[config.mk]
export PLATFORM = sky130hd
export DESIGN_NAME = textmode_render
export DESIGN_NICKNAME = d
export VERILOG_FILES = /design/src/rtl/textmode_pkg.sv /design/src/rtl/textmode_delay.sv /design/src/rtl/textmode_render.sv
export SDC_FILE = /design/constraint.sdc
export NUM_CORES = 1
export LEC_CHECK = 0
export ABC_CLOCK_PERIOD_IN_PS = 5800
export CAP_MARGIN = 20
export CORE_ASPECT_RATIO = 0.5
export CORE_MARGIN = 4
export CORE_UTILIZATION = 49
export DETAILED_ROUTE_END_ITERATION = 10
export PLACE_DENSITY = 0.85
export SYNTH_ARGS = -nofsm -noshare
export SYNTH_HDL_FRONTEND = slang
export SYNTH_HIERARCHICAL = 1
export SYNTH_SLANG_ARGS = --single-unit
[constraint.sdc]
create_clock -name clk_pix -period 5.8 [get_ports clk_pix]
set_clock_uncertainty 0.2 [all_clocks]
set_input_delay 1.16 -clock clk_pix [delete_from_list [all_inputs] [get_ports clk_pix]]
set_output_delay 1.16 -clock clk_pix [all_outputs]
set_load 0.02 [all_outputs]
[src/rtl/textmode_pkg.sv]
// Shared types and constants for the text-mode renderer: CGA palette, attribute
// byte layout and pipeline depth.
package textmode_pkg;

    typedef logic [11:0] rgb12_t;

    localparam int LATENCY = 4;

    localparam int ATTR_FG_LSB = 0;
    localparam int ATTR_FG_MSB = 3;
    localparam int ATTR_BG_LSB = 4;
    localparam int ATTR_BG_MSB = 6;
    localparam int ATTR_BLINK  = 7;

    localparam rgb12_t PALETTE [16] = '{
        12'h000, 12'h00A, 12'h0A0, 12'h0AA,
        12'hA00, 12'hA0A, 12'hA50, 12'hAAA,
        12'h555, 12'h55F, 12'h5F5, 12'h5FF,
        12'hF55, 12'hF5F, 12'hFF5, 12'hFFF
    };

endpackage

[src/rtl/textmode_delay.sv]
// N-stage register delay line with a synchronous active-low reset to a
// configurable value; keeps side-band signals aligned with the render pipe.
module textmode_delay #(
    parameter int             W       = 1,
    parameter int             N       = 1,
    parameter logic [W-1:0]   RST_VAL = '0
) (
    input  logic         i_clk,
    input  logic         i_rst_n,
    input  logic [W-1:0] i_d,
    output logic [W-1:0] o_q
);

    logic [W-1:0] r_pipe [N];

    always_ff @(posedge i_clk) begin
        if (!i_rst_n) begin
            for (int i = 0; i < N; i++) r_pipe[i] <= RST_VAL;
        end else begin
            r_pipe[0] <= i_d;
            for (int i = 1; i < N; i++) r_pipe[i] <= r_pipe[i-1];
        end
    end

    assign o_q = r_pipe[N-1];

endmodule

[src/rtl/textmode_render.sv]
// Text-mode pixel generator: screen position -> text RAM -> font ROM -> palette,
// four register stages with syncs and data enable realigned to the RGB output.
module textmode_render
    import textmode_pkg::*;
#(
    parameter int   CORDW        = 16,
    parameter int   COLS         = 80,
    parameter int   ROWS         = 30,
    parameter int   GLYPH_W      = 8,
    parameter int   GLYPH_H      = 16,
    parameter int   ADDRW        = 12,
    parameter int   BLINK_FRAMES = 32,
    parameter logic H_POL        = 1'b0,
    parameter logic V_POL        = 1'b0
) (
    input  logic                    clk_pix,
    input  logic                    rst_pix_n,
    input  logic signed [CORDW-1:0] sx,
    input  logic signed [CORDW-1:0] sy,
    input  logic                    de,
    input  logic                    hsync,
    input  logic                    vsync,
    input  logic                    frame,
    output logic [ADDRW-1:0]        text_addr,
    input  logic [15:0]             text_data,
    output logic [11:0]             font_addr,
    input  logic [7:0]              font_data,
    input  logic                    cursor_en,
    input  logic [6:0]              cursor_col,
    input  logic [4:0]              cursor_row,
    output rgb12_t                  rgb,
    output logic                    hsync_o,
    output logic                    vsync_o,
    output logic                    de_o
);

    localparam int GW_SH = $clog2(GLYPH_W);
    localparam int GH_SH = $clog2(GLYPH_H);
    localparam int FCW   = (BLINK_FRAMES > 1) ? $clog2(BLINK_FRAMES) : 1;

    // Constant multiply by COLS expressed as a sum of shifted rows.
    function automatic logic [ADDRW-1:0] mul_cols(input logic [ADDRW-1:0] row);
        logic [ADDRW-1:0] acc;
        acc = '0;
        for (int i = 0; i < 32; i++)
            if (((COLS >> i) & 1) != 0) acc = acc + (row << i);
        return acc;
    endfunction

    logic [CORDW-1:0] w_col, w_row;
    logic [GH_SH-1:0] w_grow, w_grow_p1;
    logic [GW_SH-1:0] w_sxlo, w_sxlo_p2;
    logic             w_neg, w_neg_p1, w_vis, w_hit, w_vis_p3, w_hit_p3;
    logic [7:0]       r_attr_p2, r_attr_p3;
    logic             r_pix_p3;
    logic [FCW-1:0]   r_frame_cnt;
    logic             r_blink_phase;
    logic [3:0]       w_sel, w_fg, w_bg;

    assign w_neg  = sx[CORDW-1] | sy[CORDW-1];
    assign w_col  = sx >>> GW_SH;
    assign w_row  = sy >>> GH_SH;
    assign w_grow = sy[GH_SH-1:0];
    assign w_sxlo = sx[GW_SH-1:0];
    assign w_vis  = de && !w_neg && (int'(sx) < COLS*GLYPH_W) && (int'(sy) < ROWS*GLYPH_H);
    assign w_hit  = cursor_en && w_vis
                 && (int'(cursor_col) < COLS) && (int'(cursor_row) < ROWS)
                 && (w_col == CORDW'(cursor_col)) && (w_row == CORDW'(cursor_row))
                 && (int'(w_grow) >= GLYPH_H - 2);

    // S1: cell address; held during blanking so the RAM never sees a bogus read
    always_ff @(posedge clk_pix) begin
        if (!rst_pix_n)  text_addr <= '0;
        else if (!w_neg) text_addr <= mul_cols(ADDRW'(w_row)) + ADDRW'(w_col);
    end

    textmode_delay #(.W(1), .N(1), .RST_VAL(1'b1)) u_dly_neg (
        .i_clk(clk_pix), .i_rst_n(rst_pix_n), .i_d(w_neg), .o_q(w_neg_p1));
    textmode_delay #(.W(GH_SH), .N(1)) u_dly_grow (
        .i_clk(clk_pix), .i_rst_n(rst_pix_n), .i_d(w_grow), .o_q(w_grow_p1));

    // S2: char code available; form glyph row address and capture attribute
    always_ff @(posedge clk_pix) begin
        if (!rst_pix_n) begin
            font_addr <= '0;
            r_attr_p2 <= '0;
        end else begin
            r_attr_p2 <= text_data[15:8];
            if (!w_neg_p1)
                font_addr <= 12'(int'(text_data[7:0]) * GLYPH_H + int'(w_grow_p1));
        end
    end

    textmode_delay #(.W(GW_SH), .N(LATENCY-2)) u_dly_sxlo (
        .i_clk(clk_pix), .i_rst_n(rst_pix_n), .i_d(w_sxlo), .o_q(w_sxlo_p2));

    // S3: glyph row available; bit 7 is the leftmost pixel
    always_ff @(posedge clk_pix) begin
        if (!rst_pix_n) begin
            r_pix_p3  <= 1'b0;
            r_attr_p3 <= '0;
        end else begin
            r_pix_p3  <= font_data[~w_sxlo_p2];
            r_attr_p3 <= r_attr_p2;
        end
    end

    textmode_delay #(.W(2), .N(LATENCY-1)) u_dly_vis (
        .i_clk(clk_pix), .i_rst_n(rst_pix_n), .i_d({w_vis, w_hit}), .o_q({w_vis_p3, w_hit_p3}));
    textmode_delay #(.W(3), .N(LATENCY), .RST_VAL({1'b0, ~H_POL, ~V_POL})) u_dly_sync (
        .i_clk(clk_pix), .i_rst_n(rst_pix_n), .i_d({de, hsync, vsync}), .o_q({de_o, hsync_o, vsync_o}));

    always_ff @(posedge clk_pix) begin
        if (!rst_pix_n) begin
            r_frame_cnt   <= '0;
            r_blink_phase <= 1'b1;
        end else if (frame) begin
            if (r_frame_cnt == FCW'(BLINK_FRAMES - 1)) begin
                r_frame_cnt   <= '0;
                r_blink_phase <= ~r_blink_phase;
            end else begin
                r_frame_cnt <= r_frame_cnt + 1'b1;
            end
        end
    end

    assign w_fg = r_attr_p3[ATTR_FG_MSB:ATTR_FG_LSB];
    assign w_bg = {1'b0, r_attr_p3[ATTR_BG_MSB:ATTR_BG_LSB]};

    // Visible cursor overrides blink-hidden cells, which override the glyph
    always_comb begin
        w_sel = r_pix_p3 ? w_fg : w_bg;
        if (w_hit_p3 && r_blink_phase)                    w_sel = w_fg;
        else if (r_attr_p3[ATTR_BLINK] && !r_blink_phase) w_sel = w_bg;
    end

    // S4: registered colour
    always_ff @(posedge clk_pix) begin
        if (!rst_pix_n) rgb <= '0;
        else            rgb <= w_vis_p3 ? PALETTE[w_sel] : '0;
    end

endmodule

# == After elaboration in Yosys (flattened, before gate mapping) ==
# Memory sizes are Yosys's and may differ from the RTL's. A register that Yosys moved wholly into a read port is not among the register bits.
# Cells that the tools add are included.
# word_totals
regBits,47
latchBits,0
ram_bits,29
rom_bits,192
input_bits,75
output_inout_bits,39
elab_cells,82
mem_count,6
# classes
n_addsub,4
n_mul,0
n_div,0
magnitude_cmp,6
n_eq_ne,3
shifts,0
muxes,25
bitwise_logic,13
n_reduce_logical,18
# mem_list
name,depth,width,rd,rd_ports_with_merged_regs,write_ports,line_no,rtl
(name not given),16,12,1,1,0,textmode_render.sv:140,else rgb <= w_vis_p3 ? PALETTE[w_sel] : '0;
u_dly_sync.r_pipe,4,3,4,0,4,textmode_delay.sv:14,logic [W-1:0] r_pipe [N];
u_dly_sxlo.r_pipe,2,3,2,0,2,textmode_delay.sv:14,
u_dly_vis.r_pipe,3,2,3,0,3,textmode_delay.sv:14,
u_dly_grow.r_pipe,1,4,1,0,1,textmode_delay.sv:14,
u_dly_neg.r_pipe,1,1,1,0,1,textmode_delay.sv:14,
# op_table
operator,n
2-to-1 mux 12 bit,4
adder 12 bit,2
2-to-1 mux 3 bit,6
== test 16 x 5 -> 1 bit,1
== test 16 x 7 -> 1 bit,1
"less-than comparator 16 x 10 -> 1 bit, second input constant",1
"less-than comparator 16 x 11 -> 1 bit, second input constant",1
2-to-1 mux 4 bit,4
adder 12 x 4 -> 12 bit,1
logical AND 1 bit,11
bitwise OR 1 bit,10
"less-than comparator 7 bit, second input constant",1
2-to-1 mux 1 bit,6
2-to-1 mux 2 bit,3
"adder 5 x 1 -> 5 bit, second input constant",1
"== test 5 bit, second input constant",1
"less-than comparator 5 bit, second input constant",1
2-to-1 mux 5 bit,1
NOT 4 -> 5 bit,1
">= comparator 4 bit, second input constant",1
"less-than comparator 3 x 4 -> 1 bit, second input constant",1
AND reduction 2 bit,2
OR reduction 4 bit,1
binary-select mux 1 bit (select 3 bit),1
4 further kinds,6

# == Depth between registers and ports, before layout ==
# depth
ltp_word,12
mapped_depth,12
mapped_depth_nobuf,12

# == By module ==
# The synthesis kept the hierarchy.
# by_module_without_submodules
module,n_inst,cells_each,area_each_um2
textmode_render,1,285,2677.6
textmode_delay (u_dly_sync),1,25,322.8
textmode_delay (u_dly_sxlo),1,15,180.2
textmode_delay (u_dly_vis),1,14,172.7
textmode_delay (u_dly_grow),1,8,105.1
textmode_delay (u_dly_neg),1,2,26.3

# == Worst setup path after synthesis ==
# No wires, ideal clock.
# synth_path
path_kind,input -> register
start,in sy[4]
end,reg text_addr[11]
t_arrival_ns,2.977
t_required_ns,5.480
setup_slack_ns,2.503
cell_stages,12
cell_sequence,ha_1 > inv_1 > fa_1 > inv_1 > a21o_1 > a21oi_1 > xnor2_1 > ha_1 > or4_1 > o22ai_1 > a211o_1 > nand3_1
# synth_via
elab_chain_cells,6
# synth_lines
item,line_no,rtl
from (decl),textmode_render.sv:19,"input logic signed [CORDW-1:0] sy,"
2-to-1 mux 12 bit,textmode_render.sv:74,else if (!w_neg) text_addr <= mul_cols(ADDRW'(w_row)) + ADDRW'(w_col);
2-to-1 mux 12 bit,textmode_render.sv:73,if (!rst_pix_n) text_addr <= '0;
adder 12 bit *,textmode_render.sv:46,if (((COLS >> i) & 1) != 0) acc = acc + (row << i);
2-to-1 mux 12 bit *,textmode_render.sv:74,
2-to-1 mux 12 bit *,textmode_render.sv:73,
adder 12 bit *,textmode_render.sv:74,
to (signal assigned),textmode_render.sv:74,
to (decl),textmode_render.sv:24,"output logic [ADDRW-1:0] text_addr,"
# Mark *: on every way between the ends. The rest lies on a longest branch, timed or not. The select of a mux whose other input is x is not followed.
# A chain may end at the register's enable or synchronous reset.

# == Worst setup path after layout ==
# layout_path
start,in sy[6]
end,reg text_addr[11]
# The elaborated chain is that of the path after synthesis.

==> flow_summary.ini <==
[cells_and_area]
antenna-diode-count = 0
layout-drive-gt1-share_pct = 5.91
total_number_of_nets_in_the_final_design = 543
final.fill_count = 519
layout.area.seq_um2 = 1620
area.growth.synth_to_final_pct = 41.5
multi_input_logic_area_um2 = 1680
finalInstanceArea_um2 = 4930

[global_routing]
use_met1_pct = 19.4
top_usage_layer = met2
grt_start_max_net_pins = 84
grt_util_met2_pct = 34.0
grt_first_pass_wirelength_um = 11900
grt_total_usage_pct = 18.0
grt_use_met3_pct = 6.95
first_global_vias = 2621
global_route.overflow_total = 0
antenna_violations_before_repair = 0

[sta]
final.min_clock_period_ps = 3690
fin_setup_tns_ps = 0
layout_setup_ws_ps = 2110
achievable-frequency_ghz = 0.271
grt_setup_unrepaired = no
timing_max_transition_violations_final = 0
timing.final.crit_share_pct = 63.6
final-setup-viol-count = 0
hold_viol = 0
timing.max_slew.rel_slack_pct = 52.1
worst_pin_slew_ps = 718

[synth]
synth_seq_area_share_pct = 46.5
post_synth_and_or_nand_nor_area_fraction_pct = 22.4
synthFlopType = dfxtp_1
post_synth_main_area_contributors = dfxtp_1, and2_1, mux2i_1, ha_1, nor2b_1
syn-cell-area_um2 = 3480
yosys.area.top_type_share_pct = 46.5
synth_edf_count = 0
synth.distinct_cells = 50
post_synthesis_adder_cell_area_fraction_pct = 6.18
synth_largest_area_cell = dfxtp_1
syn_inst = 349
syn_area_per_cell_um2 = 9.98
synth_fp_nets = 440
yosys_warnings = 6
async_sr_flop_fraction_pct = 0
synth_compound_gate_area_share_pct = 9.12
post_synth_xor_area_fraction_pct = 3.77
largest_family_of_logic_cells_by_synthesized_area = simple AND/OR/NAND/NOR gates
synth.ff_latch_count = 81
multiplexer_share_of_the_synthesized_area_pct = 6.79

[critical_path]
reg2regPathDepth = 6
crit_end_category = register
worstSetupPathType = in2reg
timing.critical_path.fanout_max = 4
path_cells = clkdlybuf4s50_1 > ha_1 > inv_1 > fa_1 > inv_1 > a21o_1 > a21oi_1 > xnor2_1 > ha_1 > or4_1 > o22ai_1 > a211o_1 > nand3_1
worst_r2r_startpoint = r_frame_cnt[0]
ff2ff_setup_slack_ps = 4030
worstPathRequired_ps = 5820
crit-reg2reg-capture = r_frame_cnt[2]
setup.worst_path.start_class = input port
timing.critical_path.buf_inv = 3
critPathSlowestCell = clkdlybuf4s50_1
worstPathArrival_ps = 3710
cpPeakStageDelay_ps = 550
crit_family = adder cells

[pwr]
seq_power_share_pct = 41.9
power.switching_mw = 0.330
clock_power_share_pct = 43.2
netSwitchingFraction_pct = 23.4
pd_cells_nw_per_um2 = 286
peakVddDrop_uv = 175
power.total_mw = 1.41
power.leakage_nw = 1.97
power_report.internal_total_mw = 1.08
combPwrFrac_pct = 14.9

[routing]
detail-route-antenna-nets = 0
dr_total_vias = 2711
first_iter_violations = 119
finalWirelength_um = 7360
drt_pass1_iterations = 5
routed_wire_length_per_instance_um = 13.4
residual_drc = 0
route.detailed.vias_per_inst = 4.94

[floorplanning]
rows = 21
io_pins = 114
floorplan.die.width_um = 127
floorplan.initialDensity_pct = 51.4
placeable_core_area_um2 = 6780
floorplan.die_area_um2 = 8610
fp.dieH_um = 67.6

[clocking]
cts_hold_repair.buffers = 0
buffer_type_at_the_clock_tree_root = clkbuf_16
cts-resized-gates = 0
post_cts.repair.setup_buffers = 0
cts_num_sinks = 81
cts.clk_slew.worst_paths_ps = 60
clkLatencyLatePin_ps = 340
cts_buffers = 9
clock_tree.htree_level_count = 3
cts_tree = built
clk_path_buf_depth = 2

[hold_path]
min_from = u_dly_sync/r_pipe[0][0]
hold_path_class = reg2reg
holdPathStages = 1
whs_endpoint = u_dly_sync/r_pipe[1][0]

[outcome]
status = complete, no violations

[placement]
place_ws_ps = 1760
place.gp.congestion = 0.846
dpl_cell_area_um2 = 4600
placement.io_buffers = 113
post-dp-hpwl_um = 5470

[flow_run]
max_cap_violations = 0
==> layout by cell type, fill, tap and decap left out, types with 5 or more instances in the layout <==
cell,n
nand4_1,6
clkbuf_16,9
a21oi_1,9
mux2i_1,18
nand3_1,5
nor2_1,8
clkdlybuf4s50_1,112
a21boi_0,8
o21ai_0,13
inv_1,12
nor2b_1,20
and2_1,37
xnor2_1,12
dfxtp_1,81
nand2_1,23
nand2b_1,10
ha_1,14
==> kinds of logic after synthesis <==
family                     after synthesis
and+or+nand+nor                        132
DFF                                     81
AOI/OAI and AO/OA                       49
buffers and inverters                   35
muxes                                   21
adders and majority gates               16
xor gates and xnor gates                15
==> state kept, by name (all words and copies together) (netlist names) <==
name and flops:
r_pix_p3 1, u_dly_sync/r_pipe 12, rgb 5, r_frame_cnt 5, u_dly_grow/r_pipe 4, u_dly_vis/r_pipe 6, r_attr_p2 8, u_dly_neg/r_pipe 1
r_blink_phase 1, text_addr 12, font_addr 12, r_attr_p3 8, u_dly_sxlo/r_pipe 6
==> routing by layer <==
layer	part of all wire, %	routed length, um
met1	42	3080
met2	52	3810
met3	5.9	437
met4	0.45	33
met5	0	0
==> worst max-delay path by stage <==
stage                     start       endpoint  slack (ps)  depth (start not counted)
final                     sy[6]  text_addr[11]        2110                         13
after detailed placement  sy[6]  text_addr[11]        1760                         13
after floorplan           sy[4]  text_addr[11]        2500                         12
after CTS                 sy[6]  text_addr[11]        2110                         13
after global routing      sy[6]  text_addr[11]        1960                         13
after global placement    sy[6]  text_addr[11]        1820                         13
==> stage by stage <==
stage	hold slack, ps	utilization (%)	instances
after CTS	212	72.8	549
after global placement	189	67.9	533
after detailed placement	195	67.9	533
after floorplan	186	-	349
final	212	72.8	549
after global routing	232	72.8	549
==> synthesized netlist by cell type, types with 2 or more instances <==
library cell	count
o211ai_1	3
fa_1	2
a21o_1	3
nand4b_1	2
and3_1	3
nand3b_1	2
xnor2_1	12
ha_1	14
or4_1	2
a21boi_0	8
nor3b_1	4
mux4_2	2
mux2i_1	18
clkbuf_1	9
nor2b_1	20
nand2_1	23
a21oi_1	9
nand4_1	6
nor2_1	8
xor2_1	3
o21ai_0	13
nand2b_1	10
o21a_1	3
inv_1	12
buf_4	13
dfxtp_1	81
nand3_1	5
and2_1	37
==> worst register-to-register path: cells and delay by family (launching register included) <==
kind	cells	cell delay (ps)
compound gates	1	70
fa+ha+maj	2	470
flops	1	340
simple gates	3	640
==> power groups by stage <==
stage | clock (mW) | sequential, mW | combinational [mW]
finish | 0.608 | 0.591 | 0.210
global route | 0.648 | 0.594 | 0.229
CTS | 0.621 | 0.591 | 0.211
detailed placement | 0 | 0.603 | 0.210
global placement | 0 | 0.602 | 0.206
floorplan | 0 | 0.611 | 0.105
==> cell type report <==
cell class	instances	share of cell area, %
clock buffers	9	4.57
clock inverters	7	2.08
inverters	12	0.913
multi-input cells	233	34.1
flip-flops and latches	81	32.9
well taps	92	2.33
repair buffers	115	23.1
No activity file was read; power rests on OpenSTA's default activity.
